===== src/rtl/matrix_store_writer_if.sv =====
`default_nettype none
// ============================================================================
//  Module      : matrix_store_writer_if
//  Description : Write-request / payload handshake between the compute-side
//                initiator (master) and the matrix store writer (slave).
//  Revision    : 1.0 - initial release
// ============================================================================
interface matrix_store_writer_if #(
    parameter int DATA_WIDTH = 32
);
    logic                  write_request;
    logic                  write_ready;
    logic [2:0]            write_matrix_id;
    logic [7:0]            write_rows;
    logic [7:0]            write_cols;
    logic [0:7][7:0]       write_name;
    logic [DATA_WIDTH-1:0] write_data;
    logic                  write_data_valid;
    logic                  writer_ready;
    logic                  write_done;
    logic                  write_error;

    modport master (
        output write_request, write_matrix_id, write_rows, write_cols,
               write_name, write_data, write_data_valid,
        input  write_ready, writer_ready, write_done, write_error
    );

    modport slave (
        input  write_request, write_matrix_id, write_rows, write_cols,
               write_name, write_data, write_data_valid,
        output write_ready, writer_ready, write_done, write_error
    );
endinterface
`default_nettype wire


===== src/rtl/matrix_store_writer.sv =====
`default_nettype none
// ============================================================================
//  Module      : matrix_store_writer
//  Description : Validates a matrix store request, writes a 3-word header and
//                the row-major payload into the slot's BRAM block, and keeps
//                per-slot valid flags. Define MATRIX_STORE_ZERO_FILL_EN to
//                zero the unused tail of the slot after the payload.
//  Revision    : 1.0 - initial release
// ============================================================================
module matrix_store_writer #(
    parameter int BLOCK_SIZE   = 1152,
    parameter int DATA_WIDTH   = 32,
    parameter int ADDR_WIDTH   = 14,
    parameter int MATRIX_COUNT = 8
) (
    input  wire logic                    clk,
    input  wire logic                    rst,
    matrix_store_writer_if.slave         wr,
    output logic                         bram_wr_en,
    output logic [ADDR_WIDTH-1:0]        bram_wr_addr,
    output logic [DATA_WIDTH-1:0]        bram_wr_data,
    output logic [MATRIX_COUNT-1:0]      matrix_valid
);

    typedef enum logic [3:0] {
        S_IDLE  = 4'd0,
        S_CHECK = 4'd1,
        S_HDR0  = 4'd2,
        S_HDR1  = 4'd3,
        S_HDR2  = 4'd4,
        S_DATA  = 4'd5,
        S_FILL  = 4'd6,
        S_DONE  = 4'd7,
        S_ERR   = 4'd8
    } state_t;

    // Payload capacity of a slot once the header has been placed.
    localparam logic [15:0] c_MAX_TOTAL = 16'(BLOCK_SIZE - 3);
`ifdef MATRIX_STORE_ZERO_FILL_EN
    localparam logic [15:0] c_FILL_LAST = 16'(BLOCK_SIZE - 4);
`endif

    state_t                  state_q, state_d;
    logic [2:0]              id_q, id_d;
    logic [7:0]              rows_q, rows_d;
    logic [7:0]              cols_q, cols_d;
    logic [0:7][7:0]         name_q, name_d;
    logic [15:0]             k_q, k_d;
    logic                    write_done_q, write_done_d;
    logic                    write_error_q, write_error_d;
    logic                    bram_wr_en_q, bram_wr_en_d;
    logic [ADDR_WIDTH-1:0]   bram_wr_addr_q, bram_wr_addr_d;
    logic [DATA_WIDTH-1:0]   bram_wr_data_q, bram_wr_data_d;
    logic [MATRIX_COUNT-1:0] matrix_valid_q, matrix_valid_d;

    logic [15:0]             w_total;
    logic [31:0]             w_id_ext;
    logic [ADDR_WIDTH-1:0]   w_base;
    logic [ADDR_WIDTH-1:0]   w_data_addr;
    logic                    w_reject;

    assign w_total     = 16'(rows_q) * 16'(cols_q);
    assign w_id_ext    = 32'(id_q);
    assign w_base      = ADDR_WIDTH'(w_id_ext * 32'(BLOCK_SIZE));
    assign w_data_addr = w_base + ADDR_WIDTH'(k_q) + ADDR_WIDTH'(3);
    assign w_reject    = (rows_q == 8'd0) || (cols_q == 8'd0) ||
                         (w_id_ext >= 32'(MATRIX_COUNT)) ||
                         (w_total > c_MAX_TOTAL);

    always_comb begin
        state_d        = state_q;
        id_d           = id_q;
        rows_d         = rows_q;
        cols_d         = cols_q;
        name_d         = name_q;
        k_d            = k_q;
        write_done_d   = 1'b0;
        write_error_d  = 1'b0;
        bram_wr_en_d   = 1'b0;
        bram_wr_addr_d = bram_wr_addr_q;
        bram_wr_data_d = bram_wr_data_q;
        matrix_valid_d = matrix_valid_q;

        case (state_q)
            S_IDLE: begin
                k_d = 16'd0;
                if (wr.write_request) begin
                    id_d    = wr.write_matrix_id;
                    rows_d  = wr.write_rows;
                    cols_d  = wr.write_cols;
                    name_d  = wr.write_name;
                    state_d = S_CHECK;
                end
            end
            S_CHECK: begin
                if (w_reject) begin
                    write_done_d  = 1'b1;
                    write_error_d = 1'b1;
                    state_d       = S_ERR;
                end else begin
                    // Readers must not see a slot while it is being rewritten.
                    matrix_valid_d[id_q] = 1'b0;
                    bram_wr_en_d         = 1'b1;
                    bram_wr_addr_d       = w_base;
                    bram_wr_data_d       = DATA_WIDTH'({16'h0, rows_q, cols_q});
                    state_d              = S_HDR0;
                end
            end
            S_HDR0: begin
                bram_wr_en_d   = 1'b1;
                bram_wr_addr_d = w_base + ADDR_WIDTH'(1);
                bram_wr_data_d = DATA_WIDTH'({name_q[0], name_q[1], name_q[2], name_q[3]});
                state_d        = S_HDR1;
            end
            S_HDR1: begin
                bram_wr_en_d   = 1'b1;
                bram_wr_addr_d = w_base + ADDR_WIDTH'(2);
                bram_wr_data_d = DATA_WIDTH'({name_q[4], name_q[5], name_q[6], name_q[7]});
                state_d        = S_HDR2;
            end
            S_HDR2: begin
                state_d = S_DATA;
            end
            S_DATA: begin
                if (wr.write_data_valid) begin
                    bram_wr_en_d   = 1'b1;
                    bram_wr_addr_d = w_data_addr;
                    bram_wr_data_d = wr.write_data;
                    k_d            = k_q + 16'd1;
                    if (k_q == w_total - 16'd1) begin
`ifdef MATRIX_STORE_ZERO_FILL_EN
                        if (w_total == c_MAX_TOTAL) begin
                            write_done_d = 1'b1;
                            state_d      = S_DONE;
                        end else begin
                            state_d      = S_FILL;
                        end
`else
                        write_done_d = 1'b1;
                        state_d      = S_DONE;
`endif
                    end
                end
            end
`ifdef MATRIX_STORE_ZERO_FILL_EN
            S_FILL: begin
                bram_wr_en_d   = 1'b1;
                bram_wr_addr_d = w_data_addr;
                bram_wr_data_d = '0;
                k_d            = k_q + 16'd1;
                if (k_q == c_FILL_LAST) begin
                    write_done_d = 1'b1;
                    state_d      = S_DONE;
                end
            end
`endif
            S_DONE: begin
                matrix_valid_d[id_q] = 1'b1;
                state_d              = S_IDLE;
            end
            S_ERR: begin
                state_d = S_IDLE;
            end
            default: begin
                state_d = S_IDLE;
            end
        endcase
    end

    always_ff @(posedge clk or posedge rst) begin
        if (rst) begin
            state_q        <= S_IDLE;
            id_q           <= '0;
            rows_q         <= '0;
            cols_q         <= '0;
            name_q         <= '0;
            k_q            <= '0;
            write_done_q   <= 1'b0;
            write_error_q  <= 1'b0;
            bram_wr_en_q   <= 1'b0;
            bram_wr_addr_q <= '0;
            bram_wr_data_q <= '0;
            matrix_valid_q <= '0;
        end else begin
            state_q        <= state_d;
            id_q           <= id_d;
            rows_q         <= rows_d;
            cols_q         <= cols_d;
            name_q         <= name_d;
            k_q            <= k_d;
            write_done_q   <= write_done_d;
            write_error_q  <= write_error_d;
            bram_wr_en_q   <= bram_wr_en_d;
            bram_wr_addr_q <= bram_wr_addr_d;
            bram_wr_data_q <= bram_wr_data_d;
            matrix_valid_q <= matrix_valid_d;
        end
    end

    assign wr.write_ready  = (state_q == S_IDLE);
    assign wr.writer_ready = (state_q == S_DATA);
    assign wr.write_done   = write_done_q;
    assign wr.write_error  = write_error_q;
    assign bram_wr_en      = bram_wr_en_q;
    assign bram_wr_addr    = bram_wr_addr_q;
    assign bram_wr_data    = bram_wr_data_q;
    assign matrix_valid    = matrix_valid_q;

endmodule
`default_nettype wire

===== src/flat_wrapper.sv =====
// flat-port wrapper written by rule: the top's interface ports become plain ports
module matrix_store_writer_flat 
#(
    parameter int BLOCK_SIZE   = 1152,
    parameter int DATA_WIDTH   = 32,
    parameter int ADDR_WIDTH   = 14,
    parameter int MATRIX_COUNT = 8
)
  (clk, rst, bram_wr_en, bram_wr_addr, bram_wr_data, matrix_valid, wr_write_request, wr_write_matrix_id, wr_write_rows, wr_write_cols, wr_write_name, wr_write_data, wr_write_data_valid, wr_write_ready, wr_writer_ready, wr_write_done, wr_write_error);
  matrix_store_writer_if #(.DATA_WIDTH(DATA_WIDTH)) wr_i ();
  input  wire logic clk;
  input  wire logic rst;
  output logic bram_wr_en;
  output logic [ADDR_WIDTH-1:0] bram_wr_addr;
  output logic [DATA_WIDTH-1:0] bram_wr_data;
  output logic [MATRIX_COUNT-1:0] matrix_valid;
  input wire logic [$bits(wr_i.write_request)-1:0] wr_write_request;
  input wire logic [$bits(wr_i.write_matrix_id)-1:0] wr_write_matrix_id;
  input wire logic [$bits(wr_i.write_rows)-1:0] wr_write_rows;
  input wire logic [$bits(wr_i.write_cols)-1:0] wr_write_cols;
  input wire logic [$bits(wr_i.write_name)-1:0] wr_write_name;
  input wire logic [$bits(wr_i.write_data)-1:0] wr_write_data;
  input wire logic [$bits(wr_i.write_data_valid)-1:0] wr_write_data_valid;
  output wire logic [$bits(wr_i.write_ready)-1:0] wr_write_ready;
  output wire logic [$bits(wr_i.writer_ready)-1:0] wr_writer_ready;
  output wire logic [$bits(wr_i.write_done)-1:0] wr_write_done;
  output wire logic [$bits(wr_i.write_error)-1:0] wr_write_error;
  assign wr_i.write_request = wr_write_request;
  assign wr_i.write_matrix_id = wr_write_matrix_id;
  assign wr_i.write_rows = wr_write_rows;
  assign wr_i.write_cols = wr_write_cols;
  assign wr_i.write_name = wr_write_name;
  assign wr_i.write_data = wr_write_data;
  assign wr_i.write_data_valid = wr_write_data_valid;
  assign wr_write_ready = wr_i.write_ready;
  assign wr_writer_ready = wr_i.writer_ready;
  assign wr_write_done = wr_i.write_done;
  assign wr_write_error = wr_i.write_error;
  matrix_store_writer #(.BLOCK_SIZE(BLOCK_SIZE), .DATA_WIDTH(DATA_WIDTH), .ADDR_WIDTH(ADDR_WIDTH), .MATRIX_COUNT(MATRIX_COUNT)) u_core (.clk(clk), .rst(rst), .wr(wr_i), .bram_wr_en(bram_wr_en), .bram_wr_addr(bram_wr_addr), .bram_wr_data(bram_wr_data), .matrix_valid(matrix_valid));
endmodule

===== config.mk =====
export PLATFORM = sky130hd
export DESIGN_NAME = matrix_store_writer_flat
export DESIGN_NICKNAME = d
export VERILOG_FILES = /design/src/rtl/matrix_store_writer_if.sv /design/src/rtl/matrix_store_writer.sv /design/src/flat_wrapper.sv
export SDC_FILE = /design/constraint.sdc
export NUM_CORES = 1
export LEC_CHECK = 0
export CAP_MARGIN = 10
export CORE_MARGIN = 2
export CORE_UTILIZATION = 30
export CTS_CLUSTER_DIAMETER = 120
export DETAILED_ROUTE_END_ITERATION = 10
export DONT_BUFFER_PORTS = 1
export PLACE_DENSITY = 0.56
export SLEW_MARGIN = 20
export SYNTH_ARGS = -nofsm -noshare
export SYNTH_HDL_FRONTEND = slang
export SYNTH_SLANG_ARGS = --single-unit

===== constraint.sdc =====
create_clock -name clk -period 5.2 [get_ports clk]
set_input_delay 0.26 -clock clk [delete_from_list [all_inputs] [get_ports clk]]
set_output_delay 0.26 -clock clk [all_outputs]
set_load 0.01 [all_outputs]

==> key figures, run 1 <==
Outcome
  • Status: finished, violations left
  • Failing checks: negative setup slack

Routing
  • Wire per inst: 18.6 microns
  • DRC Markers: 0
  • Vias: 8114
  • DR iter-0 viols: 577
  • Drt first pass iters: 8
  • Antenna-violating nets left: 0
  • Vias per std cell: 5.06
  • Drt total wl: 29900 microns

Yosys
  • Mapped cell area: 0.00996 sq mm
  • FFs w/ async S/R, synth: 100%
  • Synth warn: 0
  • Number of library cell types mapped by synthesis: 70
  • Main synth FF type: dfrtp_1
  • Post-Syn Area per Cell: 10.4 sq um
  • Post-synthesis cell count: 961
  • Post-synthesis register bit count: 160
  • Register area share after synthesis: 40.2%
  • EDFF count, synth: 0
  • Synth Net Count: 1162

Floorplan
  • Die H: 186 microns
  • Initial Util: 30.5%
  • Rows: 66
  • Core Box Area: 0.0326 sq mm
  • Number of I/O pins: 178
  • Die width: 186 microns
  • Die area: 0.0347 sq mm

Global route
  • Largest net degree at the start of global routing: 69
  • GRT Util Overall: 17.4%
  • Initial antenna violation count: 1
  • First-pass GRT wire length: 46500 microns
  • Vias in the first global route: 8308
  • GRT overflow: 0

Worst setup path
  • Worst setup path start: u_core.rows_q[4]$_DFFE_PP0P_
  • Startpoint types: flip-flop
  • WP data arrival: 5.56 ns
  • Critical path class: flip-flop to flip-flop
  • CP required: 5.52 ns
  • RR Startpoint: u_core.rows_q[4]$_DFFE_PP0P_
  • CP max FO: 7
  • Crit. End Element: flip-flop

Clocking
  • Worst-skew pair later-pin latency: 0.43 ns
  • Clock sinks: 160
  • TritonCTS buffer count: 17
  • Worst-path clk slew: 0.07 ns
  • Clock Path Buffers: 2
  • Root Driver: clkbuf_16
  • Htree depth: 4
  • TritonCTS clock tree: done

Timing
  • Worst Skew: 0.0147 ns
  • Least-Margin Pin Slew: 0.927 ns
  • Tcrit/Tclk final: 101%
  • Final setup vio count: 16
  • Fin. max-slew vios: 0
  • RSZ-0062 raised after global routing: yes
  • Slew headroom: 38.2%
  • Post-layout min period: 5.24 ns
  • Hold Violations, Final: 0
  • Fin worst setup slack: -0.0420 ns
  • Fmax: 191 MHz

Layout
  • P&R area growth vs syn: 37.5%
  • Final net count: 1349
  • Number of fillers in the final layout: 3093
  • Final cell count without fillers: 1604
  • Layout cell share with drive strength beyond 1: 32.3%

Placement
  • GPL Wtd Cong: 0.808
  • Input/output buffers: 0
  • Hpwl dp: 21200 microns
  • Pre-CTS WS: -0.459 ns
  • Placed insts: 1446

Min path
  • Worst hold path startpoint: wr_write_data[19]
  • Hold Crit Class: primary input to flip-flop

Run
  • Max-cap violation count: 0
-- sequential cells by signal, indices dropped and copies added, names as in the netlist, named ones only --
| name | count |
|---|---|
| u_core.bram_wr_addr | 14 |
| u_core.bram_wr_data | 32 |
| u_core.bram_wr_en | 1 |
| u_core.cols_q | 8 |
| u_core.id_q | 3 |
| u_core.k_q | 16 |
| u_core.name_q | 64 |
| u_core.rows_q | 8 |
| u_core.state_q | 4 |
| u_core.wr.write_done | 1 |
| u_core.wr.write_error | 1 |
-- what timing repair did --
action / CTS / global route
gates cloned: 3 / 2
hold buffers: 93 / 0
pin swaps: 44 / 56
setup buffers: 17 / 12
endpoints found under the setup margin: 58 / 58
resized for setup: 66 / 82
hold endpoints to repair: 158 / 0
-- metal layers --
layer / GRT usage, % / up-vias / part of all wire, %
met4: 4.79 / 0 / 1.7
met5: 0 / - / 0
met2: 28.3 / 219 / 49
met1: 22.9 / 4086 / 44
met3: 4.46 / 30 / 5.7
li1: - / 3779 / -
-- synth_stat cells (8+ instances only) --
cell type	n	area, sq um
xor2_1	22	193
dfrtp_1	160	4000
and2_1	55	344
nand2_1	90	338
fa_1	36	721
ha_1	46	576
o21ai_1	22	110
clkbuf_1	45	169
or3_1	8	50.1
inv_1	66	248
o21ai_0	17	85.1
nor3_1	10	50.1
a31oi_1	22	138
a21oi_1	50	250
mux2_2	83	935
a222oi_1	32	320
nand3_1	15	75.1
xnor2_1	21	184
nor2_1	45	169
-- final cells by class --
type / instances / area [sq um] / share of cell area [%]
multi-input combinational: 676 / 6160 / 45.0
sequential: 160 / 4010 / 29.3
timing repair buffer: 225 / 2090 / 15.2
tap: 442 / 553 / 4.04
clock buffer: 22 / 484 / 3.53
inverter: 68 / 275 / 2.01
clock inverter: 10 / 124 / 0.904
antenna: 1 / 2.50 / 0.0183
-- cells in the final DEF, fill, tap and decap left out, types with 8 or more instances in the layout --
cell type,instances
a21oi_1,41
a222oi_1,32
a31oi_1,12
a31oi_4,8
and2_1,51
buf_4,114
buf_6,10
clkbuf_16,20
dfrtp_1,153
dlygate4sd3_1,93
fa_1,32
ha_1,38
ha_4,8
inv_1,59
mux2_2,83
nand2_1,75
nand2_2,11
nand3_1,11
nor2_1,41
nor3_1,8
o21ai_0,17
o21ai_1,9
o21ai_2,12
or3_1,8
xnor2_1,20
xor2_1,21
-- worst paths after layout --
kind | to | slack (ns) | cells past startpoint
min reg2reg | u_core.bram_wr_data[23]$_DFFE_PP0P_ | 0.50 | 2
min in group asynchronous | u_core.bram_wr_data[21]$_DFFE_PP0P_ | 0.42 | 2
min | u_core.bram_wr_data[19]$_DFFE_PP0P_ | 0.02 | 2
max in group asynchronous | u_core.cols_q[6]$_DFFE_PP0P_ | 3.63 | 3
max reg2reg | u_core.bram_wr_addr[1]$_DFFE_PP0P_ | -0.04 | 19
max | u_core.bram_wr_addr[1]$_DFFE_PP0P_ | -0.04 | 19
-- stage by stage --
step                setup TNS, ns  utilization (%)  area [sq um]  hold WS [ns]
floorplan                       0                -          9990         0.387
global placement            -7.81             34.0         11100         0.265
detailed placement         -10.20             34.0         11100         0.264
CTS                        -0.417             40.3         13100      0.000474
global route                -8.29             42.0         13700        0.0332
finish                     -0.314             42.0         13700        0.0209
-- critical path, stage by stage, from the launching register on --
cell and delay [ns]:
dfrtp_2 0.45, buf_6 0.14, and2_4 0.13, fa_1 0.49, fa_1 0.51, fa_1 0.49, inv_1 0.06, fa_1 0.51
inv_2 0.04, ha_4 0.21, a21oi_2 0.13, o211ai_1 0.17, a221oi_2 0.31, o211ai_1 0.12, buf_4 0.16, a2111oi_4 0.37
a31o_4 0.30, nand2_8 0.12, buf_12 0.17, a211o_1 0.24
-- cell families (layout without fill, tap and decap cells) --
| kind of cell | after synthesis | after routing | synth area share, % |
|---|---|---|---|
| simple gates | 275 | 275 | 14.3 |
| xor+xnor | 45 | 45 | 4.18 |
| buf+inv | 125 | 325 | 5.07 |
| other cells | 0 | 1 | 0 |
| flops | 160 | 160 | 40.2 |
| mux | 84 | 84 | 9.49 |
| fa+ha+maj | 82 | 82 | 13.0 |
| compound gates | 190 | 190 | 13.8 |
Power of run 1 is not shown: default switching activity piles up to over one toggle a cycle in this logic, so the estimate is an artifact.
==> run 2, diff against run 1 <==
--- a/config.mk
+++ b/config.mk
@@ -7,11 +7,11 @@
 export LEC_CHECK = 0
 export CAP_MARGIN = 10
 export CORE_MARGIN = 2
-export CORE_UTILIZATION = 30
+export CORE_UTILIZATION = 55
 export CTS_CLUSTER_DIAMETER = 120
 export DETAILED_ROUTE_END_ITERATION = 10
 export DONT_BUFFER_PORTS = 1
-export PLACE_DENSITY = 0.56
+export PLACE_DENSITY = 0.84
 export SLEW_MARGIN = 20
 export SYNTH_ARGS = -nofsm -noshare
 export SYNTH_HDL_FRONTEND = slang
==> run 2 against run 1 <==
Core utilization is 34 points higher. Critical endpoint is now u_core.bram_wr_data[22]$_DFFE_PP0P_. First-iteration DRC count grew to 2.6 times the previous value. Die area is 45% lower. Sequential share of layout area is 0.40 points higher. Critical path depth is 3 higher. Largest cell class unchanged. Final area is 1.3% lower. The flow finishes with violations (design-rule violations, negative setup slack).
==> key figures, run 2 (synthesized netlist as in run 1, its figures left out) <==
Outcome
  • Status: finished, violations left
  • Failing checks: design-rule violations, negative setup slack

Floorplan
  • Number of I/O pins: 178 (unchanged)
  • Die area: 0.0192 sq mm (-45%)
  • Die width: 139 microns (-26%)
  • Core Box Area: 0.0178 sq mm (-45%)
  • Initial Util: 55.9% (+25 points)
  • Rows: 49 (-26%)
  • Die H: 139 microns (-26%)

Placement
  • Input/output buffers: 0 (unchanged)
  • Hpwl dp: 18600 microns (-12%)
  • Placed instance area: 0.0106 sq mm (-4.1%)
  • GPL Wtd Cong: 0.932 (+15%)

Routing
  • Vias: 9612 (+18%)
  • Drt first pass iters: 11 (+3)
  • Wire per inst: 28.7 microns (+54%)
  • DRC Markers: 3 (+3)
  • DR iter-0 viols: 1485 (+160%)
  • Drt total wl: 39000 microns (+30%)
  • Antenna-violating nets left: 0 (unchanged)
  • Vias per std cell: 7.09 (+40%)

Layout
  • P&R area growth vs syn: 35.7%
  • Final net count: 1315 (-2.5%)
  • Design area: 0.0135 sq mm (-1.3%)
  • Largest Register: u_core.name_q
  • Layout cell share with drive strength beyond 1: 34.3% (+2.0 points)
  • Number of diodes: 0 (-1)
  • Most frequent cells in the layout: dfrtp_1, dlygate4sd3_1, mux2_2, buf_4, nand2_1
  • Leading cell type in the layout, fill and taps excluded: dfrtp_1
  • Final Util: 75.8% (+34 points)
  • Max reg flops: 64 (unchanged)

Worst setup path
  • Startpoint types: flip-flop
  • Crit. End Element: flip-flop
  • CP cell instances: buf_4, buf_4, and2_4, fa_1, inv_1, fa_1, inv_1, fa_1, ha_4, ha_4, nand3_1, o211ai_1, or4_1, o211ai_1, buf_4, a2111oi_4, a31o_4, nand2_8, buf_6, buf_6, nand2_4, nand2_1
  • Setup slack, reg-to-reg: -0.50 ns (-0.45 ns)
  • Worst r2r path cells: 22 (+3)
  • CP required: 5.50 ns (-0.02 ns)
  • RR Startpoint: u_core.cols_q[7]$_DFFE_PP0P_
  • Slowest stage delay, CP: 0.66 ns (+0.15 ns)
  • Critical path class: flip-flop to flip-flop
  • Crit-path leading delay family: adder cells
  • Max stage delay cell, worst path: fa_1
  • CP max FO: 7 (unchanged)
  • WP data arrival: 6.00 ns (+0.44 ns)
  • CP bufs+invs: 7 (+2)
  • R2r endpoint: u_core.bram_wr_data[22]$_DFFE_PP0P_

Global route
  • First-pass GRT wire length: 49100 microns (+5.6%)
  • GRT Util Overall: 32.4% (+15 points)
  • GRT overflow: 0 (unchanged)
  • Largest net degree at the start of global routing: 96 (+39%)
  • Initial antenna violation count: 0 (-1)
  • Vias in the first global route: 9005 (+8.4%)

Timing
  • Worst Skew: 0.0126 ns (-0.00213 ns)
  • Final setup vio count: 59 (+43)
  • Final setup TNS: -22.83 ns (-22.52 ns)
  • Fin. max-slew vios: 0 (unchanged)
  • Worst hold slack: 0.0401 ns (+0.0192 ns)
  • Tcrit/Tclk final: 110% (+8.7 points)
  • Hold Violations, Final: 0 (unchanged)
  • RSZ-0062 raised after global routing: yes
  • Least-Margin Pin Slew: 0.954 ns (+0.0273 ns)
  • Slew headroom: 36.3% (-2.0 points)
  • Fmax: 176 MHz (-8.0%)
  • Post-layout min period: 5.70 ns (+0.455 ns)
  • Fin worst setup slack: -0.497 ns (-0.455 ns)

Clocking
  • TritonCTS clock tree: done
  • Clock Path Buffers: 2 (unchanged)
  • Worst-path clk slew: 0.08 ns (about the same)
  • TritonCTS buffer count: 17 (unchanged)
  • Clock sinks: 160 (unchanged)
  • Root Driver: clkbuf_16
  • Htree depth: 4 (unchanged)
  • Worst-skew pair later-pin latency: 0.44 ns (about the same)

Min path
  • Worst hold path startpoint: wr_write_data[23]
  • Hold Crit Class: primary input to flip-flop
  • Hold path endpoint: u_core.bram_wr_data[23]$_DFFE_PP0P_
  • Worst Hold Depth: 2 (unchanged)

Run
  • Max-cap violation count: 0 (unchanged)
run 2: cell count changes in the layout (fill, tap and decap cells not counted), moves of 6 or more:
cell	change
buf_4	-33
a21oi_4	+10
nand2_4	+10
a21oi_1	-9
nand2_1	-9
dlygate4sd3_1	-6
run 2: layout make-up:
class	instances	area [sq um]
multi-input cells	676	6550
fillers	826	4320
flip-flops and latches	160	4020
repair buffers	191	1820
clock buffers	17	425
well taps	229	287
inverters	68	275
clock inverters	15	148
run 2: how the worst max path moves through the flow:
stage / depth (start not counted) / from / to
after floorplan: 19 / u_core.cols_q[6]$_DFFE_PP0P_ / u_core.state_q[1]$_DFFE_PP0P_
after global placement: 19 / u_core.cols_q[6]$_DFFE_PP0P_ / u_core.state_q[1]$_DFFE_PP0P_
after detailed placement: 19 / u_core.cols_q[6]$_DFFE_PP0P_ / u_core.state_q[1]$_DFFE_PP0P_
after CTS: 18 / u_core.rows_q[3]$_DFFE_PP0P_ / u_core.wr.write_done$_DFF_PP0_
after global routing: 22 / u_core.cols_q[7]$_DFFE_PP0P_ / u_core.bram_wr_data[22]$_DFFE_PP0P_
final: 22 / u_core.cols_q[7]$_DFFE_PP0P_ / u_core.bram_wr_data[22]$_DFFE_PP0P_
run 2: repair_timing:
item / in CTS / in global routing
hold buffers: 85 / 2
resized for setup: 62 / 164
setup buffers: 12 / 8
endpoints found under the hold margin: 178 / 2
gates cloned: 0 / 6
pin swaps: 55 / 60
setup endpoints to repair: 58 / 58
run 2: layer usage:
metal  up-vias  GRT usage (%)  wire length [microns]
met1      4605           39.5                  12800
li1       3710              -                      -
met4         0           13.9                   3320
met3       334           7.70                   4720
met2       963           55.3                  18100
met5         -              0                      0
run 2: metrics by stage:
step	worst slack, ns	cells
after floorplan	0.00155	961
after global placement	-0.161	1211
after detailed placement	-0.322	1211
after CTS	0.0127	1340
after global routing	-0.557	1356
final	-0.497	1356
Power of run 2 is left out for the same reason.
==> run 3, diff against run 2 <==
--- a/config.mk
+++ b/config.mk
@@ -7,11 +7,12 @@
 export LEC_CHECK = 0
 export CAP_MARGIN = 10
 export CORE_MARGIN = 2
-export CORE_UTILIZATION = 55
+export CORE_UTILIZATION = 50
 export CTS_CLUSTER_DIAMETER = 120
 export DETAILED_ROUTE_END_ITERATION = 10
 export DONT_BUFFER_PORTS = 1
-export PLACE_DENSITY = 0.84
+export HOLD_SLACK_MARGIN = 0.08
+export PLACE_DENSITY = 0.76
 export SLEW_MARGIN = 20
 export SYNTH_ARGS = -nofsm -noshare
 export SYNTH_HDL_FRONTEND = slang
==> constraint.sdc (replaced) <==
create_clock -name clk -period 6.73 [get_ports clk]
set_input_delay 0.3365 -clock clk [delete_from_list [all_inputs] [get_ports clk]]
set_output_delay 0.3365 -clock clk [all_outputs]
set_load 0.01 [all_outputs]
==> run 3 against run 2 <==
The flow now finishes without violations. Highest routed layer unchanged. Worst hold slack gained 0.053 ns. Non-clock buffer count shrank 97. Count of clock-buffer cells in the layout increased by 1. Wire length shrank 34%. Critical path depth down 6. Die area is 9.7% higher. Worst setup slack improved by 1.1 ns. Final cell count decreased by 4.5%. Critical path type unchanged. Via count fell by 20%. First-iteration DRC count down 58%.
==> key figures, run 3 (synthesized netlist as in run 1, its figures left out) <==
Floorplan
  • Number of I/O pins: 178 (unchanged)
  • Die area: 0.0211 sq mm (+9.7%)
  • Core Box Area: 0.0195 sq mm (+9.4%)
  • Die width: 145 microns (+4.7%)
  • Rows: 51 (+4.1%)
  • Die H: 145 microns (+4.7%)
  • Initial Util: 51.0% (-4.8 points)

Routing
  • DRC Markers: 0 (-3)
  • Antenna-violating nets left: 0 (unchanged)
  • Wire per inst: 19.9 microns (-31%)
  • Drt total wl: 25800 microns (-34%)
  • Vias: 7697 (-20%)
  • DR iter-0 viols: 627 (-58%)
  • Drt first pass iters: 8 (-3)
  • Vias per std cell: 5.94 (-16%)

Layout
  • Layout cell share with drive strength beyond 1: 14.2% (-20 points)
  • P&R area growth vs syn: 16.4%
  • Final net count: 1218 (-7.4%)
  • Max reg flops: 64 (unchanged)
  • Multi-input gate area: 0.00549 sq mm (-16%)
  • Most frequent cells in the layout: dfrtp_1, nand2_1, dlygate4sd3_1, mux2_2, inv_1
  • Design area: 0.0116 sq mm (-14%)
  • Leading cell type in the layout, fill and taps excluded: dfrtp_1
  • Largest Register: u_core.name_q
  • Storage cell area: 0.00400 sq mm (-0.28%)
  • Number of diodes: 0 (unchanged)
  • Number of fillers in the final layout: 1575 (+91%)

Timing
  • Worst hold slack: 0.0927 ns (+0.0526 ns)
  • Least-Margin Pin Slew: 1.04 ns (+0.0813 ns)
  • Tcrit/Tclk final: 91.5% (-18 points)
  • Fin. max-slew vios: 0 (unchanged)
  • Final setup vio count: 0 (-100%)
  • Worst Skew: 0.00768 ns (-0.00493 ns)
  • Fmax: 162 MHz (-7.5%)
  • RSZ-0062 raised after global routing: no
  • Final setup TNS: 0 ns (+22.83 ns)
  • Post-layout min period: 6.16 ns (+0.459 ns)
  • Hold Violations, Final: 0 (unchanged)
  • Slew headroom: 30.5% (-5.7 points)

Worst setup path
  • CP cell instances: and2_1, fa_1, fa_1, fa_1, inv_1, fa_1, inv_1, ha_1, a21oi_1, o211ai_1, or4_1, o211ai_1, a2111oi_4, a31o_2, o21ai_1, o21ai_1
  • Slowest stage delay, CP: 0.61 ns (-0.05 ns)
  • CP max FO: 21 (+14)
  • CP required: 6.99 ns (+1.49 ns)
  • WP data arrival: 6.42 ns (+0.42 ns)
  • Crit. End Element: flip-flop
  • Max stage delay cell, worst path: o21ai_1
  • Critical path class: flip-flop to flip-flop
  • Startpoint types: flip-flop
  • CP most frequent cell: fa_1

Clocking
  • TritonCTS clock tree: done
  • TritonCTS buffer count: 17 (unchanged)
  • Htree depth: 4 (unchanged)
  • Clock Path Buffers: 2 (unchanged)
  • Post-CTS Setup Bufs: 0 (-12)
  • Worst-path clk slew: 0.07 ns (about the same)
  • Worst-skew pair later-pin latency: 0.43 ns (about the same)
  • Root Driver: clkbuf_16
  • Clock sinks: 160 (unchanged)

Global route
  • GRT Util Overall: 24.9% (-7.5 points)
  • Initial antenna violation count: 0 (unchanged)
  • First-pass GRT wire length: 42300 microns (-14%)
  • Vias in the first global route: 7941 (-12%)
  • GRT overflow: 0 (unchanged)
  • Largest net degree at the start of global routing: 85 (-11%)

Run
  • Max-cap violation count: 0 (unchanged)

Placement
  • GPL Wtd Cong: 0.841 (-9.8%)
  • Input/output buffers: 0 (unchanged)
  • Hpwl dp: 17500 microns (-5.8%)
  • Placed instance area: 0.0101 sq mm (-4.9%)

Min path
  • Hold Crit Class: primary input to flip-flop

Outcome
  • Status: complete, no violations
==> run 3: worst max-delay path: cells and delay by family, from the launching register on <==
kind,cells,cell delay (ns)
AOI/OAI and AO/OA,7,2.21
adders and majority gates,5,2.45
buffers and inverters,2,0.09
DFF,1,0.54
and+or+nand+nor,2,0.69
==> run 3: stage by stage <==
stage,utilization (%),instances,setup slack (ns)
CTS,59.4,1295,0.662
detailed placement,51.8,1175,0.692
finish,59.4,1295,0.574
global route,59.4,1295,0.300
global placement,51.8,1175,0.830
floorplan,-,961,1.43
==> run 3: final cells by class <==
| type | count | share of cell area (%) |
|---|---|---|
| Sequential cell | 160 | 34.5 |
| Timing Repair Buffer | 94 | 8.01 |
| Clock buffer | 18 | 3.78 |
| Clock inverter | 14 | 1.27 |
| Tap cell | 265 | 2.86 |
| Multi-Input combinational cell | 676 | 47.3 |
| Inverter | 68 | 2.24 |
==> run 3: worst paths after layout <==
path | from | end | slack [ns] | cells after the start
max in group asynchronous | rst | u_core.cols_q[3]$_DFFE_PP0P_ | 4.98 | 3
max | u_core.cols_q[4]$_DFFE_PP0P_ | u_core.bram_wr_data[24]$_DFFE_PP0P_ | 0.57 | 16
min | wr_write_data[17] | u_core.bram_wr_data[17]$_DFFE_PP0P_ | 0.09 | 2
max reg2reg | u_core.cols_q[4]$_DFFE_PP0P_ | u_core.bram_wr_data[24]$_DFFE_PP0P_ | 0.57 | 16
min reg2reg | u_core.name_q[35]$_DFFE_PP0P_ | u_core.name_q[35]$_DFFE_PP0P_ | 0.51 | 1
min in group asynchronous | rst | u_core.name_q[30]$_DFFE_PP0P_ | 0.51 | 2
==> run 3: repair_timing <==
| item | 4_1_cts | 5_1_grt |
|---|---|---|
| resized for setup | 0 | 0 |
| hold buffers | 88 | 0 |
| hold endpoints to repair | 163 | 0 |
==> run 3: per-layer routing <==
| layer | track usage [%] | wire length, microns | vias to the layer above | part of all wire, % |
|---|---|---|---|---|
| li1 | - | - | 3509 | - |
| met1 | 31.1 | 10200 | 3817 | 40 |
| met2 | 41.9 | 12900 | 319 | 50 |
| met3 | 6.82 | 2060 | 52 | 8.0 |
| met4 | 8.24 | 641 | 0 | 2.5 |
| met5 | 0 | 0 | - | 0 |
Power of run 3 is left out for the same reason.
